**config.mk**
```make
export PLATFORM = sky130hd
export DESIGN_NAME = memdump_viewer
export DESIGN_NICKNAME = d
export VERILOG_FILES = /design/src/rtl/memdump_viewer_pkg.sv /design/src/rtl/memdump_viewer_key_debounce.sv /design/src/rtl/memdump_viewer.sv
export SDC_FILE = /design/constraint.sdc
export NUM_CORES = 1
export LEC_CHECK = 0
export ABC_AREA = 1
export BUFFER_PORTS_ARGS = -buffer_cell sky130_fd_sc_hd__buf_2
export CORE_ASPECT_RATIO = 1.25
export CORE_MARGIN = 1
export CORE_UTILIZATION = 45
export CTS_BUF_LIST = sky130_fd_sc_hd__clkbuf_4 sky130_fd_sc_hd__clkbuf_8 sky130_fd_sc_hd__clkbuf_16
export CTS_CLUSTER_DIAMETER = 120
export CTS_CLUSTER_SIZE = 8
export DETAILED_ROUTE_END_ITERATION = 6
export PLACE_DENSITY = 0.75
export SLEW_MARGIN = 20
export SYNTH_ARGS = -nofsm -noshare
export SYNTH_HDL_FRONTEND = slang
export SYNTH_SLANG_ARGS = --single-unit
export TNS_END_PERCENT = 5
```
**constraint.sdc**
```tcl
create_clock -name CLK -period 1.8 [get_ports CLK]
set_input_delay 0.45 -clock CLK [delete_from_list [all_inputs] [get_ports CLK]]
set_output_delay 0.45 -clock CLK [all_outputs]
set_load 0.02 [all_outputs]
```
**src/rtl/memdump_viewer_pkg.sv**
```systemverilog
// memdump_viewer_pkg: shared types and helpers for the post-halt memory viewer.
//   memdump_state_t : controller states (IDLE, FETCH, SHOW)
//   memdump_evt_t   : key/scan event kinds, also used as the one-deep pending slot
//   WBYTES          : bytes per memory word (address stride)
package memdump_viewer_pkg;

  typedef enum logic [1:0] {
    IDLE  = 2'd0,
    FETCH = 2'd1,
    SHOW  = 2'd2
  } memdump_state_t;

  typedef enum logic [1:0] {
    EVT_NONE = 2'd0,
    EVT_STEP = 2'd1,
    EVT_LOAD = 2'd2
  } memdump_evt_t;

  localparam int unsigned WBYTES = 4;

  // Combine two events: a load always dominates, and two steps collapse into one.
  function automatic memdump_evt_t evt_merge(input memdump_evt_t a, input memdump_evt_t b);
    memdump_evt_t r;
    if ((a == EVT_LOAD) || (b == EVT_LOAD)) begin
      r = EVT_LOAD;
    end else if ((a == EVT_STEP) || (b == EVT_STEP)) begin
      r = EVT_STEP;
    end else begin
      r = EVT_NONE;
    end
    return r;
  endfunction

  // Force a byte address onto a word boundary.
  function automatic logic [15:0] word_align(input logic [15:0] a);
    return {a[15:2], 2'b00};
  endfunction

endpackage

```
**src/rtl/memdump_viewer_key_debounce.sv**
```systemverilog
// key_debounce: raw active-low board key -> one-cycle press pulse.
//   CLK, RST : clock, synchronous active-high reset
//   raw_n    : asynchronous raw key level (0 = pressed)
//   press_p  : one-cycle pulse on an accepted released->pressed transition
// A 2-flop synchronizer feeds a stable-count debouncer; the accepted level only
// follows the synchronized level after DEBOUNCE_CYCLES consecutive cycles of
// disagreement. The pulse is registered one cycle after acceptance.
module key_debounce #(
  parameter int unsigned DEBOUNCE_CYCLES = 500000
) (
  input  logic CLK,
  input  logic RST,
  input  logic raw_n,
  output logic press_p
);

  localparam int unsigned CNT_W = (DEBOUNCE_CYCLES > 1) ? $clog2(DEBOUNCE_CYCLES) : 1;
  localparam logic [CNT_W-1:0] CNT_LAST = CNT_W'(DEBOUNCE_CYCLES - 1);

  logic             sync1_q;
  logic             sync2_q;
  logic             acc_q;
  logic             acc_dly_q;
  logic [CNT_W-1:0] cnt_q;
  logic             press_q;

  // Synchronizer, stable counter, accepted level and press pulse.
  always_ff @(posedge CLK) begin
    if (RST) begin
      sync1_q   <= 1'b1;
      sync2_q   <= 1'b1;
      acc_q     <= 1'b1;
      acc_dly_q <= 1'b1;
      cnt_q     <= '0;
      press_q   <= 1'b0;
    end else begin
      sync1_q   <= raw_n;
      sync2_q   <= sync1_q;
      acc_dly_q <= acc_q;
      press_q   <= acc_dly_q & ~acc_q;
      // For a 1-bit level, agreeing with the accepted level is exactly the
      // "level changed back" case, so the count restarts there.
      if (sync2_q == acc_q) begin
        cnt_q <= '0;
      end else if (cnt_q == CNT_LAST) begin
        acc_q <= sync2_q;
        cnt_q <= '0;
      end else begin
        cnt_q <= cnt_q + CNT_W'(1);
      end
    end
  end

  assign press_p = press_q;

endmodule

```
**src/rtl/memdump_viewer.sv**
```systemverilog
// memdump_viewer: post-halt memory inspection controller.
//   CLK, RST       : clock, synchronous active-high reset
//   halt           : CPU halted; viewer runs only while high
//   base_addr[15:0]: switch byte address (low two bits ignored)
//   load_n, step_n : raw active-low keys (load base / advance one word)
//   mem_ren        : memory read request (held until mem_wait drops)
//   mem_addr[31:0] : {16'b0, current word address}
//   mem_wait       : memory busy
//   mem_load[31:0] : read data, valid in the completing cycle
//   disp_word/disp_addr/disp_valid : last completed read for this halt session
// Optional build macro MEMDUMP_AUTOSCAN_EN adds a timed auto-step while showing.
// All outputs come from registers or from the registered state only.
module memdump_viewer
  import memdump_viewer_pkg::*;
#(
  parameter int unsigned DEBOUNCE_CYCLES = 500000,
  parameter int unsigned SCAN_CYCLES     = 50000000
) (
  input  logic        CLK,
  input  logic        RST,
  input  logic        halt,
  input  logic [15:0] base_addr,
  input  logic        load_n,
  input  logic        step_n,
  output logic        mem_ren,
  output logic [31:0] mem_addr,
  input  logic        mem_wait,
  input  logic [31:0] mem_load,
  output logic [31:0] disp_word,
  output logic [15:0] disp_addr,
  output logic        disp_valid
);

  logic load_p;
  logic step_p;

  key_debounce #(.DEBOUNCE_CYCLES(DEBOUNCE_CYCLES)) u_load_key (
    .CLK     (CLK),
    .RST     (RST),
    .raw_n   (load_n),
    .press_p (load_p)
  );

  key_debounce #(.DEBOUNCE_CYCLES(DEBOUNCE_CYCLES)) u_step_key (
    .CLK     (CLK),
    .RST     (RST),
    .raw_n   (step_n),
    .press_p (step_p)
  );

  memdump_state_t state_q, state_d;
  memdump_evt_t   pend_q, pend_d;
  memdump_evt_t   key_evt_s;
  memdump_evt_t   evt_s;
  memdump_evt_t   show_evt_s;
  logic [15:0]    cur_addr_q, cur_addr_d;
  logic [31:0]    disp_word_q, disp_word_d;
  logic [15:0]    disp_addr_q, disp_addr_d;
  logic           disp_valid_q, disp_valid_d;

  // Simultaneous presses: load wins and the step is discarded.
  assign key_evt_s = load_p ? EVT_LOAD : (step_p ? EVT_STEP : EVT_NONE);

`ifdef MEMDUMP_AUTOSCAN_EN
  localparam int unsigned SCAN_W = (SCAN_CYCLES > 1) ? $clog2(SCAN_CYCLES) : 1;
  logic [SCAN_W-1:0] scan_cnt_q;
  logic              scan_tick_s;

  assign scan_tick_s = (state_q == SHOW) && (scan_cnt_q == SCAN_W'(SCAN_CYCLES - 1));
  // Manual keys take priority over the scan tick.
  assign evt_s = (key_evt_s != EVT_NONE) ? key_evt_s : (scan_tick_s ? EVT_STEP : EVT_NONE);

  // Scan period counter: runs only while showing, restarts on any key event.
  always_ff @(posedge CLK) begin
    if (RST) begin
      scan_cnt_q <= '0;
    end else if ((state_q != SHOW) || (key_evt_s != EVT_NONE) || scan_tick_s) begin
      scan_cnt_q <= '0;
    end else begin
      scan_cnt_q <= scan_cnt_q + SCAN_W'(1);
    end
  end
`else
  assign evt_s = key_evt_s;
`endif

  // In SHOW a pending event and a fresh one are folded with the same rule.
  assign show_evt_s = evt_merge(pend_q, evt_s);

  // State and datapath registers.
  always_ff @(posedge CLK) begin
    if (RST) begin
      state_q      <= IDLE;
      pend_q       <= EVT_NONE;
      cur_addr_q   <= 16'h0000;
      disp_word_q  <= 32'h0000_0000;
      disp_addr_q  <= 16'h0000;
      disp_valid_q <= 1'b0;
    end else begin
      state_q      <= state_d;
      pend_q       <= pend_d;
      cur_addr_q   <= cur_addr_d;
      disp_word_q  <= disp_word_d;
      disp_addr_q  <= disp_addr_d;
      disp_valid_q <= disp_valid_d;
    end
  end

  // Next-state and datapath update.
  always_comb begin
    state_d      = state_q;
    pend_d       = pend_q;
    cur_addr_d   = cur_addr_q;
    disp_word_d  = disp_word_q;
    disp_addr_d  = disp_addr_q;
    disp_valid_d = disp_valid_q;
    case (state_q)
      IDLE: begin
        pend_d       = EVT_NONE;
        disp_valid_d = 1'b0;
        if (halt) begin
          cur_addr_d = word_align(base_addr);
          state_d    = FETCH;
        end else begin
          state_d = IDLE;
        end
      end
      FETCH: begin
        if (!halt) begin
          // Abandon the read; the displayed word is kept but marked stale.
          state_d      = IDLE;
          pend_d       = EVT_NONE;
          disp_valid_d = 1'b0;
        end else begin
          pend_d = evt_merge(pend_q, evt_s);
          if (!mem_wait) begin
            disp_word_d  = mem_load;
            disp_addr_d  = cur_addr_q;
            disp_valid_d = 1'b1;
            state_d      = SHOW;
          end else begin
            state_d = FETCH;
          end
        end
      end
      SHOW: begin
        pend_d = EVT_NONE;
        if (!halt) begin
          state_d      = IDLE;
          disp_valid_d = 1'b0;
        end else if (show_evt_s == EVT_LOAD) begin
          cur_addr_d = word_align(base_addr);
          state_d    = FETCH;
        end else if (show_evt_s == EVT_STEP) begin
          cur_addr_d = cur_addr_q + 16'(WBYTES);
          state_d    = FETCH;
        end else begin
          state_d = SHOW;
        end
      end
      default: begin
        state_d      = IDLE;
        pend_d       = EVT_NONE;
        disp_valid_d = 1'b0;
      end
    endcase
  end

  assign mem_ren    = (state_q == FETCH);
  assign mem_addr   = {16'h0000, cur_addr_q};
  assign disp_word  = disp_word_q;
  assign disp_addr  = disp_addr_q;
  assign disp_valid = disp_valid_q;

endmodule

```
## Word level (Yosys, flattened, before mapping)

Cells that the tools add are included.

| operators by class | value |
|---|---|
| add/subtract/negate cells | 3 |
| equality and inequality tests | 17 |
| muxes and demuxes | 20 |
| bitwise logic cells | 9 |
| reductions and logical operators | 12 |

Operator list:

| kind | number |
|---|---|
| 2-to-1 mux 16 bit | 4 |
| adder 19 x 1 -> 19 bit (second input constant) | 2 |
| == test 19 bit (second input constant) | 2 |
| one-hot mux 16 bit (2 select lines) | 1 |
| adder 16 x 3 -> 16 bit (second input constant) | 1 |
| 2-to-1 mux 2 bit | 7 |
| OR reduction 3 bit | 3 |
| == test 2 x 1 -> 1 bit (second input constant) | 4 |
| == test 2 bit (second input constant) | 4 |
| NOT 1 bit | 7 |
| 2-to-1 mux 1 bit | 6 |
| != test 2 bit (second input constant) | 3 |
| != test 3 bit (second input constant) | 2 |
| one-hot mux 2 bit (3 select lines) | 1 |
| AND reduction 2 bit | 3 |
| AND reduction 4 bit | 1 |
| AND reduction 3 bit | 1 |
| bitwise AND 1 bit | 2 |
| == test 1 bit | 2 |
| zero test 2 bit | 1 |
| logical OR 1 bit | 2 |
| one-hot mux 1 bit (2 select lines) | 1 |
| nonzero test 2 bit | 1 |

| storage, ports and cells | value |
|---|---|
| register bits after elaboration | 117 |
| output and inout bits | 82 |

## Longest topological paths before layout

| depth | value |
|---|---|
| depth after elaboration | 11 |
| gate-level depth with buffers | 10 |
| mapped depth without buffers | 10 |

## By module

Synthesis repeated with hierarchy kept, for this count alone.

| unflattened totals | value |
|---|---|
| cells, all modules | 742 |
| area total of the unflattened synthesis | 5198.7 um^2 |

Modules (own cells, without submodules):

| module | times used | cells each | area an instance (um^2) |
|---|---|---|---|
| memdump_viewer | 1 | 412 | 2921.6 |
| key_debounce | 2 | 165 | 1138.6 |

## Worst setup path after synthesis

No wires, ideal clock.

| path | value |
|---|---|
| kind | reg2reg |
| start point | register cur_addr_q[2] |
| end point | register cur_addr_q[14] |
| setup time | 0.132 ns |
| data arrival time | 1.340 ns |
| data required time | 1.668 ns |
| slack | 0.328 ns |
| cell stages (with the launch flop) | 9 |
| buffers on the path | 0 |
| clock period less this slack | 1.472 ns |
| cell sequence | dfxtp_1 > ha_1 > nand3_1 > nor2_2 > nand3_1 > nand2_1 > nand3_1 > nand2_1 > a21oi_1 |

| between the ends | value |
|---|---|
| longest elaborated chain between the ends | 5 |

RTL lines:

| what | line | source |
|---|---|---|
| start, declared | memdump_viewer.sv:56 | `logic [15:0] cur_addr_q, cur_addr_d;` |
| start signal, assigned | memdump_viewer.sv:102 | `cur_addr_q <= cur_addr_d;` |
| adder 16 x 3 -> 16 bit | memdump_viewer.sv:155 | `cur_addr_d = cur_addr_q + 16'(WBYTES);` |
| 2-to-1 mux 16 bit | memdump_viewer.sv:154 | `end else if (show_evt_s == EVT_STEP) begin` |
| 2-to-1 mux 16 bit | memdump_viewer.sv:151 | `end else if (show_evt_s == EVT_LOAD) begin` |
| 2-to-1 mux 16 bit | memdump_viewer.sv:148 | `if (!halt) begin` |
| one-hot mux 16 bit (2 select lines) | memdump_viewer.sv:117 | `case (state_q)` |

No other way between the ends. The select of a mux whose other input is x is not followed.
A chain may end at the register's enable or synchronous reset.

## Final worst setup path

| path | value |
|---|---|
| start point | register state_q[0] |
| end point | output mem_ren |

| between the ends | value |
|---|---|
| longest elaborated chain between the ends | 1 |

RTL lines:

| what | line | source |
|---|---|---|
| start, declared | memdump_viewer.sv:51 | `memdump_state_t state_q, state_d;` |
| start signal, assigned | memdump_viewer.sv:100 | `state_q <= state_d;` |
| == test 2 x 1 -> 1 bit | memdump_viewer.sv:169 | `assign mem_ren = (state_q == FETCH);` |
| end, declared | memdump_viewer.sv:25 | `output logic mem_ren,` |

No other way between the ends.

==> impl_metrics.py <==
metrics = {
    "final_layout": {
        "design_area_um2": 6410,
        "final_common_cell": "nor2_1",
        "mostFrequentLayoutCells": "nor2_1, nand2_1, dfxtp_1, buf_2, o21ai_0",
        "syn2layout_area_growth_pct": 24.0,
        "fill_cells": 1045,
        "regArea_um2": 2260,
        "diodes": 0,
        "final_nets": 893,
        "final_layout_size_suffix_gt1_share_pct": 23.8,
        "multi_input_area_um2": 2500,
    },
    "clock_tree": {
        "clkLatencyLatePin_ps": 410,
        "cts_num_sinks": 113,
        "cts_setup_buffers": 0,
        "h-tree-depth": 4,
        "cts_buffers": 17,
        "clock_path_buffers": 2,
        "ctsHoldBuffers": 0,
        "tritoncts": "built",
        "clk_pin_slew_ps": 50,
        "post_cts_resized": 0,
        "cts-root-buf": "clkbuf_16",
    },
    "floorplanning": {
        "dieArea_um2": 11900,
        "io_pins": 136,
        "die_h_um": 122,
        "std_cell_rows": 43,
        "die_width_um": 97.9,
        "core_area_um2": 11100,
        "initial_core_util_pct": 46.5,
    },
    "pwr": {
        "p_sw_uw": 1580,
        "switching_share_pct": 24.8,
        "p_int_uw": 4780,
        "power.density_nw_per_um2": 991,
        "power.share.sequential_pct": 41.1,
        "ir_drop_mv": 0.657,
        "combPwrFrac_pct": 7.5,
        "p_leak_uw": 0.00266,
        "p_clk_share_pct": 51.3,
    },
    "setup_path": {
        "regToRegSetupSlack_ps": 220,
        "crit_cells": 3,
        "rr_endpoint": "u_load_key.cnt_q[14]",
        "cp_slowest_cell": "dfxtp_1",
        "cp.arrival_ps": 1140,
        "cp_cell_sequence": "inv_1 > nor2_2 > buf_2",
        "critPathTopFamily": "flip-flops",
        "r2r_cells": 8,
        "endpoint_kind": "primary output",
        "cp_slowest_stage_delay_ps": 330,
        "r2r-start": "u_load_key.cnt_q[1]",
        "crit_buf_inv": 2,
        "critPathMaxFanout": 3,
        "setup.worst_path.class": "reg2out",
        "startpoint_type": "flip-flop",
        "crit_required_ps": 1350,
    },
    "status": {
        "status": "finished, violations left",
        "violations": "design-rule violations",
    },
    "job": {
        "maxCapViolCount": 0,
    },
    "min_path": {
        "hp-class": "in2reg",
        "holdPathStages": 2,
        "hp-start": "load_n",
        "hold_end": "u_load_key.sync1_q",
    },
    "route": {
        "via_per_inst": 4.82,
        "routedWlPerCell_um": 11.6,
        "drc": 10,
        "ant_nets": 0,
        "finalWirelength_um": 11400,
        "dr_total_vias": 4738,
        "dr.pass1.iters": 7,
        "drt_iter0_drc": 228,
    },
    "synth": {
        "ys_warn_count": 0,
        "ys_ff_latch": 113,
        "synth_cells": 711,
        "syn_area_per_cell_um2": 7.28,
        "synth_cell_type_count": 35,
        "yosysSeqAreaShare_pct": 43.7,
        "netlist_area_um2": 5170,
    },
    "place": {
        "place_congestion": 0.863,
        "place_area_um2": 5830,
        "post-dp-hpwl_um": 8130,
        "io_buffer_count": 113,
    },
    "sta": {
        "report.final.slew_viol_count": 0,
        "final_hold_viol_count": 0,
        "max_freq_ghz": 0.628,
        "grt_setup_unrepaired": "no",
        "clock_skew_ps": 5.70,
        "period_minus_slack_ps": 1590,
        "min_period_over_period_pct": 88.4,
        "tns_ps": 0,
        "setup-violations-final": 0,
    },
    "global_routing": {
        "grt_max_degree": 38,
        "track_usage_pct": 19.6,
        "grt_pass1_wl_um": 18800,
        "antenna_found_initial": 0,
        "grt_pass1_vias": 4231,
        "grt-ovfl-total": 0,
    },
}
==> metrics by stage <==
step	power, µW	hold WS, ps	util, %	std cells	setup slack, ps
floorplan	3010	389	-	730	328
global placement	3140	393	52.4	952	233
detailed placement	3150	393	52.4	952	213
CTS	6420	205	57.6	983	182
global route	6580	238	57.6	983	25.1
finish	6360	222	57.6	983	208
==> worst max path at each step <==
stage,from,to,slack [ps]
4_1_cts,state_q[1],mem_ren,180
2_1_floorplan,cur_addr_q[2],cur_addr_q[14],330
5_1_grt,u_load_key.cnt_q[1],u_load_key.cnt_q[14],30
6_report,state_q[0],mem_ren,210
3_5_place_dp,RST,u_step_key.cnt_q[12],210
3_3_place_gp,RST,u_step_key.cnt_q[12],230
==> cell families (layout without fill, tap and decap cells) <==
logic type               count (synthesis)  count (layout)  share of synthesized area (%)
adder cells (fa/ha/maj)                  3               3                          0.725
AO/OA/AOI/OAI                           95              95                           9.62
flip-flops                             113             113                           43.7
other                                    1              20                         0.0725
XOR/XNOR                                19              19                           3.22
AND/OR/NAND/NOR                        383             383                           33.2
buffers and inverters                   97             215                           9.43
==> synth_stat cells, drive strengths merged <==
cell	number	area, µm²
a211oi	1	12.5
a21oi	35	175
and3	2	12.5
buf	32	244
clkbuf	10	37.5
conb	1	3.75
dfxtp	113	2260
ha	3	37.5
inv	55	206
nand2	122	483
nand3	33	185
nand3b	2	15.0
nand4	19	134
nor2	176	701
nor3	17	105
nor3b	3	27.5
o21ai	59	310
or2	9	56.3
xnor2	7	61.3
xor2	12	105
==> area by class of cell <==
class	count	area share, %
repair buffers	129	10.9
clock inverters	14	2.46
multi-input cells	520	38.9
clock buffers	17	6.63
well taps	135	2.63
flip-flops and latches	113	35.3
inverters	55	3.22
==> routing by layer <==
| metal | part of all wire [%] | track usage (%) | vias to the layer above |
|---|---|---|---|
| met3 | 4.9 | 4.76 | 21 |
| met2 | 50 | 34.5 | 136 |
| met4 | 2.3 | 9.94 | 0 |
| met5 | 0 | 0 | - |
| li1 | - | - | 2489 |
| met1 | 43 | 22.2 | 2092 |
==> sequential cells by signal, summed over array words and instances (netlist names) <==
register,cells
u_step_key.cnt_q,19
u_step_key.acc_dly_q,1
u_load_key.sync2_q,1
state_q,2
u_step_key.acc_q,1
u_load_key.acc_dly_q,1
u_load_key.press_p,1
pend_q,2
u_load_key.cnt_q,19
u_step_key.sync2_q,1
u_load_key.sync1_q,1
cur_addr_q,14
u_step_key.sync1_q,1
disp_word,32
u_load_key.acc_q,1
disp_addr,14
u_step_key.press_p,1
disp_valid,1
==> power by group through the flow <==
stage          Clock [µW]  Sequential, µW  Combinational [µW]
2_1_floorplan           0            2740                 271
3_3_place_gp            0            2670                 475
3_5_place_dp            0            2670                 478
4_1_cts              3320            2620                 481
5_1_grt              3430            2620                 530
6_report             3260            2620                 479
==> worst reg2reg max path, cell delays in order, from the launching register on <==
cell	delay, ps
dfxtp_1	380
ha_1	210
nand2_2	90
nor2_2	180
nand2_2	100
nor2_4	130
nand2_1	110
o21ai_0	150
a21oi_1	90
(Power assumes the default switching activity.)
